**src/rtl/ilv_pkg.sv**
```systemverilog
// Shared constants, bank state type and golden write-address permutation for the
// WiMAX ping-pong bit interleaver.
package ilv_pkg;

  localparam int NCBPS_QPSK = 192;
  localparam int NCOL       = 16;

  typedef enum logic [1:0] {
    BANK_EMPTY,
    BANK_FILLING,
    BANK_FULL,
    BANK_DRAINING
  } bank_state_t;

  // First 802.16 permutation: row-wise write into a NCOL-column array
  function automatic int ilv_waddr(input int k);
    return (NCBPS_QPSK / NCOL) * (k % NCOL) + k / NCOL;
  endfunction

endpackage

```
**src/rtl/ilv_skid2.sv**
```systemverilog
// Two-entry 1-bit fall-through skid: an empty buffer passes i_dat straight to o_dat,
// so data is visible the cycle it arrives; o_cnt exposes occupancy for read credit.
module ilv_skid2 (
  input  logic       clk,
  input  logic       rst,
  input  logic       i_vld,
  input  logic       i_dat,
  output logic       o_vld,
  output logic       o_dat,
  input  logic       i_rdy,
  output logic [1:0] o_cnt
);

  logic [1:0] r_cnt;
  logic [1:0] r_mem;
  logic       r_head;
  logic       w_has;
  logic       w_pop;
  logic       w_deq;
  logic       w_store;
  logic       w_tail;

  assign w_has   = (r_cnt != 2'd0);
  assign o_vld   = w_has | i_vld;
  assign o_dat   = w_has ? r_mem[r_head] : i_dat;
  assign w_pop   = o_vld & i_rdy;
  assign w_deq   = w_pop & w_has;
  // A bit arriving into an empty buffer that is popped at once never gets stored
  assign w_store = i_vld & ~(w_pop & ~w_has);
  assign w_tail  = r_head ^ r_cnt[0];
  assign o_cnt   = r_cnt;

  always_ff @(posedge clk or posedge rst) begin
    if (rst) begin
      r_cnt  <= 2'd0;
      r_mem  <= 2'b00;
      r_head <= 1'b0;
    end else begin
      if (w_store) r_mem[w_tail] <= i_dat;
      if (w_deq) r_head <= ~r_head;
      r_cnt <= r_cnt + {1'b0, w_store} - {1'b0, w_deq};
    end
  end

endmodule

```
**src/rtl/ilv_pingpong_ctrl.sv**
```systemverilog
// Ping-pong interleaver bank scheduler: last write to out_valid is 2 cycles; in_ready drops while
// both banks are busy, reads stall on out_ready via the skid. ILV_STATS_EN adds blk_cnt/stall_cnt.
module ilv_pingpong_ctrl #(
  parameter int NCBPS  = ilv_pkg::NCBPS_QPSK,
  parameter int NCOL   = ilv_pkg::NCOL,
  parameter int ADDR_W = 8
) (
  input  logic              clk,
  input  logic              rst,
  input  logic              in_valid,
  input  logic              in_data,
  output logic              in_ready,
  output logic              mem_we,
  output logic              mem_wbank,
  output logic [ADDR_W-1:0] mem_waddr,
  output logic              mem_wdata,
  output logic              mem_re,
  output logic              mem_rbank,
  output logic [ADDR_W-1:0] mem_raddr,
  input  logic              mem_rdata,
  output logic              out_valid,
  output logic              out_data,
  input  logic              out_ready
`ifdef ILV_STATS_EN
  ,
  output logic [15:0]       blk_cnt,
  output logic [15:0]       stall_cnt
`endif
);

  import ilv_pkg::*;

  localparam int                CW       = $clog2(NCOL);
  localparam logic [ADDR_W-1:0] LAST_K   = ADDR_W'(NCBPS - 1);
  localparam logic [ADDR_W-1:0] ROW_STEP = ADDR_W'(NCBPS / NCOL);
  localparam logic [CW-1:0]     LAST_R   = CW'(NCOL - 1);

  bank_state_t       r_st [2];
  logic              r_run;
  logic              r_wbank;
  logic              r_rbank;
  logic              r_re_d;
  logic [ADDR_W-1:0] r_wk;
  logic [ADDR_W-1:0] r_wcol;
  logic [ADDR_W-1:0] r_waddr;
  logic [ADDR_W-1:0] r_rk;
  logic [CW-1:0]     r_wrow;

  bank_state_t       w_wbank_st;
  bank_state_t       w_rbank_st;
  logic              w_wr_open;
  logic              w_rd_avail;
  logic              w_we;
  logic              w_re;
  logic              w_wlast;
  logic              w_rlast;
  logic [1:0]        w_skid_cnt;

  assign w_wbank_st = r_st[r_wbank];
  assign w_rbank_st = r_st[r_rbank];

  assign w_wr_open = (w_wbank_st == BANK_EMPTY) || (w_wbank_st == BANK_FILLING);
  assign in_ready  = r_run & w_wr_open;
  assign w_we      = in_valid & in_ready;
  assign w_wlast   = (r_wk == LAST_K);

  assign mem_we    = w_we;
  assign mem_wbank = r_wbank;
  assign mem_waddr = r_waddr;
  assign mem_wdata = in_data;

  // Issue a read only if the skid can still hold its data after the read already in flight lands
  assign w_rd_avail = (w_rbank_st == BANK_FULL) || (w_rbank_st == BANK_DRAINING);
  assign w_re       = w_rd_avail & (({1'b0, w_skid_cnt} + {2'b00, r_re_d}) < 3'd2);
  assign w_rlast    = (r_rk == LAST_K);

  assign mem_re    = w_re;
  assign mem_rbank = r_rbank;
  assign mem_raddr = r_rk;

  always_ff @(posedge clk or posedge rst) begin
    if (rst) begin
      r_run   <= 1'b0;
      r_wbank <= 1'b0;
      r_wk    <= '0;
      r_wrow  <= '0;
      r_wcol  <= '0;
      r_waddr <= '0;
    end else begin
      r_run <= 1'b1;
      if (w_we) begin
        if (w_wlast) begin
          r_wbank <= ~r_wbank;
          r_wk    <= '0;
          r_wrow  <= '0;
          r_wcol  <= '0;
          r_waddr <= '0;
        end else begin
          r_wk <= r_wk + 1'b1;
          if (r_wrow == LAST_R) begin
            r_wrow  <= '0;
            r_wcol  <= r_wcol + 1'b1;
            r_waddr <= r_wcol + 1'b1;
          end else begin
            r_wrow  <= r_wrow + 1'b1;
            r_waddr <= r_waddr + ROW_STEP;
          end
        end
      end
    end
  end

  always_ff @(posedge clk or posedge rst) begin
    if (rst) begin
      r_rbank <= 1'b0;
      r_rk    <= '0;
      r_re_d  <= 1'b0;
    end else begin
      r_re_d <= w_re;
      if (w_re) begin
        if (w_rlast) begin
          r_rk    <= '0;
          r_rbank <= ~r_rbank;
        end else begin
          r_rk <= r_rk + 1'b1;
        end
      end
    end
  end

  // Writer only touches an EMPTY/FILLING bank, reader only a FULL/DRAINING one
  always_ff @(posedge clk or posedge rst) begin
    if (rst) begin
      r_st[0] <= BANK_EMPTY;
      r_st[1] <= BANK_EMPTY;
    end else begin
      if (w_we) r_st[r_wbank] <= w_wlast ? BANK_FULL : BANK_FILLING;
      if (w_re) r_st[r_rbank] <= w_rlast ? BANK_EMPTY : BANK_DRAINING;
    end
  end

  ilv_skid2 u_skid (
    .clk   (clk),
    .rst   (rst),
    .i_vld (r_re_d),
    .i_dat (mem_rdata),
    .o_vld (out_valid),
    .o_dat (out_data),
    .i_rdy (out_ready),
    .o_cnt (w_skid_cnt)
  );

`ifdef ILV_STATS_EN
  logic [15:0] r_blk_cnt;
  logic [15:0] r_stall_cnt;

  always_ff @(posedge clk or posedge rst) begin
    if (rst) begin
      r_blk_cnt   <= 16'd0;
      r_stall_cnt <= 16'd0;
    end else begin
      if (w_re & w_rlast) r_blk_cnt <= r_blk_cnt + 1'b1;
      if (out_valid & ~out_ready & (r_stall_cnt != 16'hFFFF)) r_stall_cnt <= r_stall_cnt + 1'b1;
    end
  end

  assign blk_cnt   = r_blk_cnt;
  assign stall_cnt = r_stall_cnt;
`else
  // Statistics counters are not built in this configuration.
`endif

endmodule

```
**config.mk**
```make
export PLATFORM = sky130hd
export DESIGN_NAME = ilv_pingpong_ctrl
export DESIGN_NICKNAME = d
export VERILOG_FILES = /design/src/rtl/ilv_pkg.sv /design/src/rtl/ilv_skid2.sv /design/src/rtl/ilv_pingpong_ctrl.sv
export SDC_FILE = /design/constraint.sdc
export NUM_CORES = 1
export LEC_CHECK = 0
export ABC_AREA = 1
export ABC_CLOCK_PERIOD_IN_PS = 1600
export BUFFER_PORTS_ARGS = -buffer_cell sky130_fd_sc_hd__buf_2
export CORE_UTILIZATION = 55
export CTS_BUF_LIST = sky130_fd_sc_hd__clkbuf_8
export DETAILED_ROUTE_END_ITERATION = 16
export PLACE_DENSITY = 0.79
export REMOVE_ABC_BUFFERS = 1
export SYNTH_ARGS = -nofsm -noshare
export SYNTH_HDL_FRONTEND = slang
export SYNTH_SLANG_ARGS = --single-unit
```
**constraint.sdc**
```tcl
create_clock -name clk -period 1.6 [get_ports clk]
set_input_delay 0.48 -clock clk [delete_from_list [all_inputs] [get_ports clk]]
set_output_delay 0.48 -clock clk [all_outputs]
set_load 0.02 [all_outputs]
```
==> results of run 1 <==
how the worst max path moves through the flow:
stage / from / end / slack, ns / cells after the start
floorplan: rst / mem_raddr[0]$_DFFE_PP0P_ / 0.004 / 1
global placement: u_skid.o_cnt[0]$_DFF_PP0_ / u_skid.o_cnt[1]$_DFF_PP0_ / 0.10 / 8
detailed placement: u_skid.o_cnt[0]$_DFF_PP0_ / u_skid.o_cnt[1]$_DFF_PP0_ / 0.07 / 8
CTS: u_skid.o_cnt[1]$_DFF_PP0_ / out_data / -0.12 / 4
global route: u_skid.o_cnt[0]$_DFF_PP0_ / out_data / -0.17 / 5
finish: u_skid.o_cnt[0]$_DFF_PP0_ / out_data / -0.12 / 4
power by group:
group,switching [uW],total (uW),internal (uW)
Combinational,671,1160,489
Clock,396,902,506
Sequential,183,1540,1350
state kept, by name, summed over array words and instances, names as in the netlist:
signal         flops
r_re_d             1
u_skid.r_head      1
r_run              1
r_wk               8
mem_waddr          8
u_skid.o_cnt       2
u_skid.r_mem       2
r_st               2
mem_rbank          1
r_wrow             4
r_wcol             8
mem_wbank          1
mem_raddr          8
cell usage in the layout (no fill, tap or decap), drive strengths merged:
cell type,count
bufinv,1
o21ai,23
nand3,36
xor2,5
nand2b,1
ha,7
o21bai,1
dfrtp,47
nand3b,1
xnor2,6
a21oi,5
o22ai,2
clkinv,2
clkbuf,6
conb,1
buf,40
nor3,1
nor2,31
nand4,8
inv,50
nand2,113
layout make-up:
| cell class | count | area [um2] | area share (%) |
|---|---|---|---|
| sequential | 47 | 1180 | 37.7 |
| tap | 52 | 65.1 | 2.09 |
| inverter | 51 | 199 | 6.38 |
| clock buffer | 6 | 82.6 | 2.65 |
| multi-input combinational | 241 | 1280 | 40.9 |
| clock inverter | 2 | 35.0 | 1.12 |
| timing repair buffer | 40 | 287 | 9.18 |
cells by family (layout without fill, tap and decap cells):
| logic type | count (synthesis) | in the layout |
|---|---|---|
| xor+xnor | 11 | 11 |
| buf+inv | 54 | 99 |
| fa+ha+maj | 7 | 7 |
| simple gates | 191 | 191 |
| flops | 47 | 47 |
| other cells | 1 | 1 |
| compound gates | 31 | 31 |
stage by stage:
step,instance area [um2],cells,hold WS [ns]
6_report,3120,439,0.142
5_1_grt,3120,439,0.172
3_5_place_dp,2890,424,0.456
2_1_floorplan,2620,339,0.448
3_3_place_gp,2890,424,0.450
4_1_cts,3090,438,0.147
timing repair:
item                       in CTS  in global routing
pin swaps                       4                  5
setup endpoints to repair       5                 10
resized for setup              16                  9
setup buffers                   6                  1
layer usage:
layer	wire length, um	track usage (%)	up-vias
met5	0	0	-
met4	87	6.89	0
met3	168	4.22	8
met2	2570	38.9	46
met1	2500	31.1	1079
li1	-	-	1159
==> metrics.cfg, run 1 <==
[yosys]
syn_area_per_cell_um2 = 7.73
synth.most_common_cell = nand2_1
synth_top_cell_area_share_pct = 44.5
synth_xor_area_share_pct = 3.65
synthAdderAreaFrac_pct = 3.31
synth_edf_count = 0
syn_area_mm2 = 0.00264
netlist_top_cells_count = nand2_1, inv_1, dfrtp_1, nand3_1, nor2_1
synth.yosys.seq_area_share_pct = 44.5
synth_area_leader_cell = dfrtp_1
synth_compound_area_share_pct = 6.49
muxShareOfSynthArea_pct = 0
yosys.area_share.simple_pct = 33.4
syn_inst = 342
yosysWarnings = 0
synth_top_family_by_area = simple AND/OR/NAND/NOR gates
synthTopCellsByArea = dfrtp_1, nand2_1, inv_1
async_reset_ff_share_pct = 100
ys.flop_type = dfrtp_1
synth_cell_types = 30
ys_ff_latch = 47

[critical_path]
r2r-end = r_wcol[1]$_DFFE_PP0P_
cp_cell_sequence = nor2_2 -> inv_2 -> o22ai_1 -> buf_2
cp.required_ns = 1.12
path_max_fanout = 3
crit_arrival_ns = 1.24
crit_path_end_kind = output pin
r2r_cells = 8
reg2reg_slack_ns = 0.08
slowest_stage = dfrtp_1
reg2reg_from = mem_wbank$_DFFE_PP0P_
crit_buf_inv = 2
start_kind = register
criticalPathCategory = reg2out
critPathTopFamily = flip-flops
critical-path-max-stage-delay_ns = 0.42

[final_layout]
diodes = 0
area_growth_pct = 18.1
drive_gt1_share_pct = 20.4
layout.nets = 399
final_util_pct = 69.7
fill_cells = 349

[clock_tree]
htreeDepth = 2
cts-root-buf = clkbuf_8
holdBufCountCts = 0
ctsLongestPathBuffers = 2
cts_tree = built
path_clk_slew_ns = 0.08
cts_made_buffers = 5
cts.sinks = 47
clock_latency_ns = 0.30

[min_path]
hold_path.class = in2async

[floorplan]
die-area_mm2 = 0.00509
core_mm2 = 0.00447
die_w_um = 71.3
row_count = 24
die_h_um = 71.3
ioPinCount = 30
initial_core_util_pct = 59.1

[routing]
routedWlPerCell_um = 12.1
route.detailed.drc = 0
totalWireLength_um = 5330
vias = 2292
drt_first_iter_violations = 144
final_antenna_net_count = 0
via_per_inst = 5.22
dr.pass1.iters = 4

[power]
ir_drop_mv = 1.02
p_leak_uw = 0.00162
powerDensity_mw_per_mm2 = 1150
fin_total_pwr_uw = 3600

[flow_run]
drv_cap = 0

[outcome]
outcome = finished with violations
violations = negative setup slack

[timing]
setup_tns_ns = -0.351
period_share_pct = 107
fin_skew_ns = 0.0134
period_minus_slack_ns = 1.72
finalWorstSetupSlack_ns = -0.116
fmax_ghz = 0.583
maxSlewViolCount = 0
finalHoldViolCount = 0
setup_viol = 5
rsz0062_at_grt = yes

[grt]
grt_util_all_layers_pct = 23.3
grt_pass1_vias = 2168
grt_first_pass_wirelength_um = 9350
grt_max_degree = 20
antenna_found_initial = 0
gr-total-overflow = 0

[placement]
place_hpwl_um = 3670
pre_cts_ws_ns = 0.0694
numPortBuffers = 27
gp_congestion = 0.822

Note: power is estimated with default switching activity, not from simulation.
==> run 2: changes to the inputs <==
--- a/config.mk
+++ b/config.mk
@@ -8,10 +8,10 @@
 export ABC_AREA = 1
 export ABC_CLOCK_PERIOD_IN_PS = 1600
 export BUFFER_PORTS_ARGS = -buffer_cell sky130_fd_sc_hd__buf_2
-export CORE_UTILIZATION = 55
+export CORE_UTILIZATION = 45
 export CTS_BUF_LIST = sky130_fd_sc_hd__clkbuf_8
 export DETAILED_ROUTE_END_ITERATION = 16
-export PLACE_DENSITY = 0.79
+export PLACE_DENSITY = 0.66
 export REMOVE_ABC_BUFFERS = 1
 export SYNTH_ARGS = -nofsm -noshare
 export SYNTH_HDL_FRONTEND = slang
==> metrics.cfg, run 2 (synthesis gave the netlist of run 1 again) <==
[timing]
maxSlewViolCount = 0  ; unchanged
finalHoldViolCount = 0  ; unchanged
rsz0062_at_grt = yes
period_minus_slack_ns = 1.76  ; +0.0489 ns
period_share_pct = 110  ; +3.1 points
setup_viol = 5  ; unchanged
finalWorstSetupSlack_ns = -0.165  ; -0.0489 ns
fmax_ghz = 0.567  ; -2.8%
fin_skew_ns = 0.0101  ; -0.00334 ns

[critical_path]
criticalPathCategory = reg2out
crit_path_end_kind = output pin
r2r_cells = 8  ; unchanged
path_max_fanout = 3  ; unchanged
start_kind = register
reg2reg_slack_ns = 0.09  ; about the same
crit_arrival_ns = 1.28  ; +0.04 ns
endpoint = mem_re
crit_path_start = u_skid.o_cnt[0]$_DFF_PP0_
reg2reg_from = u_skid.o_cnt[0]$_DFF_PP0_
r2r-end = u_skid.o_cnt[1]$_DFF_PP0_
cp.required_ns = 1.12  ; about the same

[final_layout]
drive_gt1_share_pct = 21.0  ; +0.61 points
final_common_cell = nand2_1
layout.nets = 402  ; +0.75%
diodes = 0  ; unchanged
area_growth_pct = 20.5
final-seq-area_mm2 = 0.00118  ; +0.11%
final_cell_mix = nand2_1, dfrtp_1, inv_1, nand3_1, nor2_1
final_util_pct = 57.1  ; -13 points
final_area_mm2 = 0.00319  ; +2.1%
multi_input_area_mm2 = 0.00130  ; +2.0%
fill_cells = 530  ; +52%

[routing]
final_antenna_net_count = 0  ; unchanged
totalWireLength_um = 5300  ; -0.60%
routedWlPerCell_um = 11.5  ; -5.5%
vias = 2255  ; -1.6%
route.detailed.drc = 0  ; unchanged
via_per_inst = 4.88  ; -6.5%
dr.pass1.iters = 4  ; unchanged
drt_first_iter_violations = 78  ; -46%

[power]
powerDensity_mw_per_mm2 = 1160  ; +0.42%
ir_drop_mv = 0.881  ; -14%
p_leak_uw = 0.00162  ; +0.17%

[outcome]
outcome = finished with violations
violations = negative setup slack

[floorplan]
row_count = 27  ; +13%
initial_core_util_pct = 47.4  ; -12 points
die-area_mm2 = 0.00618  ; +22%
core_mm2 = 0.00557  ; +25%
die_w_um = 78.6  ; +10%
ioPinCount = 30  ; unchanged
die_h_um = 78.6  ; +10%

[grt]
grt_first_pass_wirelength_um = 9070  ; -3.0%
grt_max_degree = 48  ; +140%
grt_util_all_layers_pct = 18.5  ; -4.7 points
grt_pass1_vias = 2077  ; -4.2%
gr-total-overflow = 0  ; unchanged
antenna_found_initial = 0  ; unchanged

[clock_tree]
holdBufCountCts = 0  ; unchanged
path_clk_slew_ns = 0.09  ; about the same
cts.sinks = 47  ; unchanged
cts_tree = built
clock_latency_ns = 0.30  ; about the same
ctsLongestPathBuffers = 2  ; unchanged
htreeDepth = 2  ; unchanged
cts-root-buf = clkbuf_8
cts_made_buffers = 5  ; unchanged

[min_path]
hold_path.class = in2async

[placement]
place_hpwl_um = 3570  ; -2.8%
gp_congestion = 0.834  ; +1.5%
pre_cts_ws_ns = 0.0857  ; +0.0163 ns
placed_area_mm2 = 0.00289  ; +0.17%
numPortBuffers = 27  ; unchanged

[flow_run]
drv_cap = 0  ; unchanged

## run 2: how the worst min path moves through the flow
| stage | to | slack (ns) | cells past startpoint |
|---|---|---|---|
| 2_1_floorplan | u_skid.r_mem[0]$_DFFE_PP0P_ | 0.45 | 2 |
| 3_3_place_gp | mem_waddr[1]$_DFFE_PP0P_ | 0.45 | 2 |
| 3_5_place_dp | mem_waddr[1]$_DFFE_PP0P_ | 0.46 | 2 |
| 4_1_cts | r_re_d$_DFF_PP0_ | 0.20 | 3 |
| 5_1_grt | r_re_d$_DFF_PP0_ | 0.23 | 3 |
| 6_report | r_re_d$_DFF_PP0_ | 0.18 | 3 |
## run 2: layer usage
metal	track usage, %	routed length (um)
met1	24.3	2580
met2	29.7	2440
met3	3.84	171
met4	7.41	107
met5	0	0
## run 2: what timing repair did
item | CTS | global route
resized for setup | 23 | 10
endpoints found under the setup margin | 5 | 12
cloned | 0 | 1
buffers inserted | 7 | 4
pin swaps | 2 | 7
## run 2: per-stage QoR
stage	std cells	power [uW]	hold WS, ns	setup TNS (ns)
3_3_place_gp	443	2540	0.451	0
6_report	462	3690	0.180	-0.460
3_5_place_dp	443	2560	0.456	0
2_1_floorplan	339	2240	0.448	0
4_1_cts	458	3570	0.202	-0.290
5_1_grt	462	3930	0.226	-0.723
## run 2: area by class of cell
class                           instances  share of cell area (%)
Inverter                               51                    6.25
Timing Repair Buffer                   42                    9.58
Clock inverter                          3                    1.37
Sequential cell                        47                    37.0
Tap cell                               72                    2.83
Multi-Input combinational cell        242                    40.8
Clock buffer                            5                    2.16
## run 2: power by group
| part | internal [uW] | total, uW | switching, uW |
|---|---|---|---|
| logic | 568 | 1260 | 695 |
| registers | 1350 | 1550 | 191 |
| clock network | 466 | 881 | 415 |
## run 2: worst max-delay path, stage by stage, from the launching register on
cell and delay [ns]:
dfrtp_1 0.44, buf_6 0.14, a21oi_4 0.13, nand2_2 0.08, inv_2 0.07, buf_6 0.11
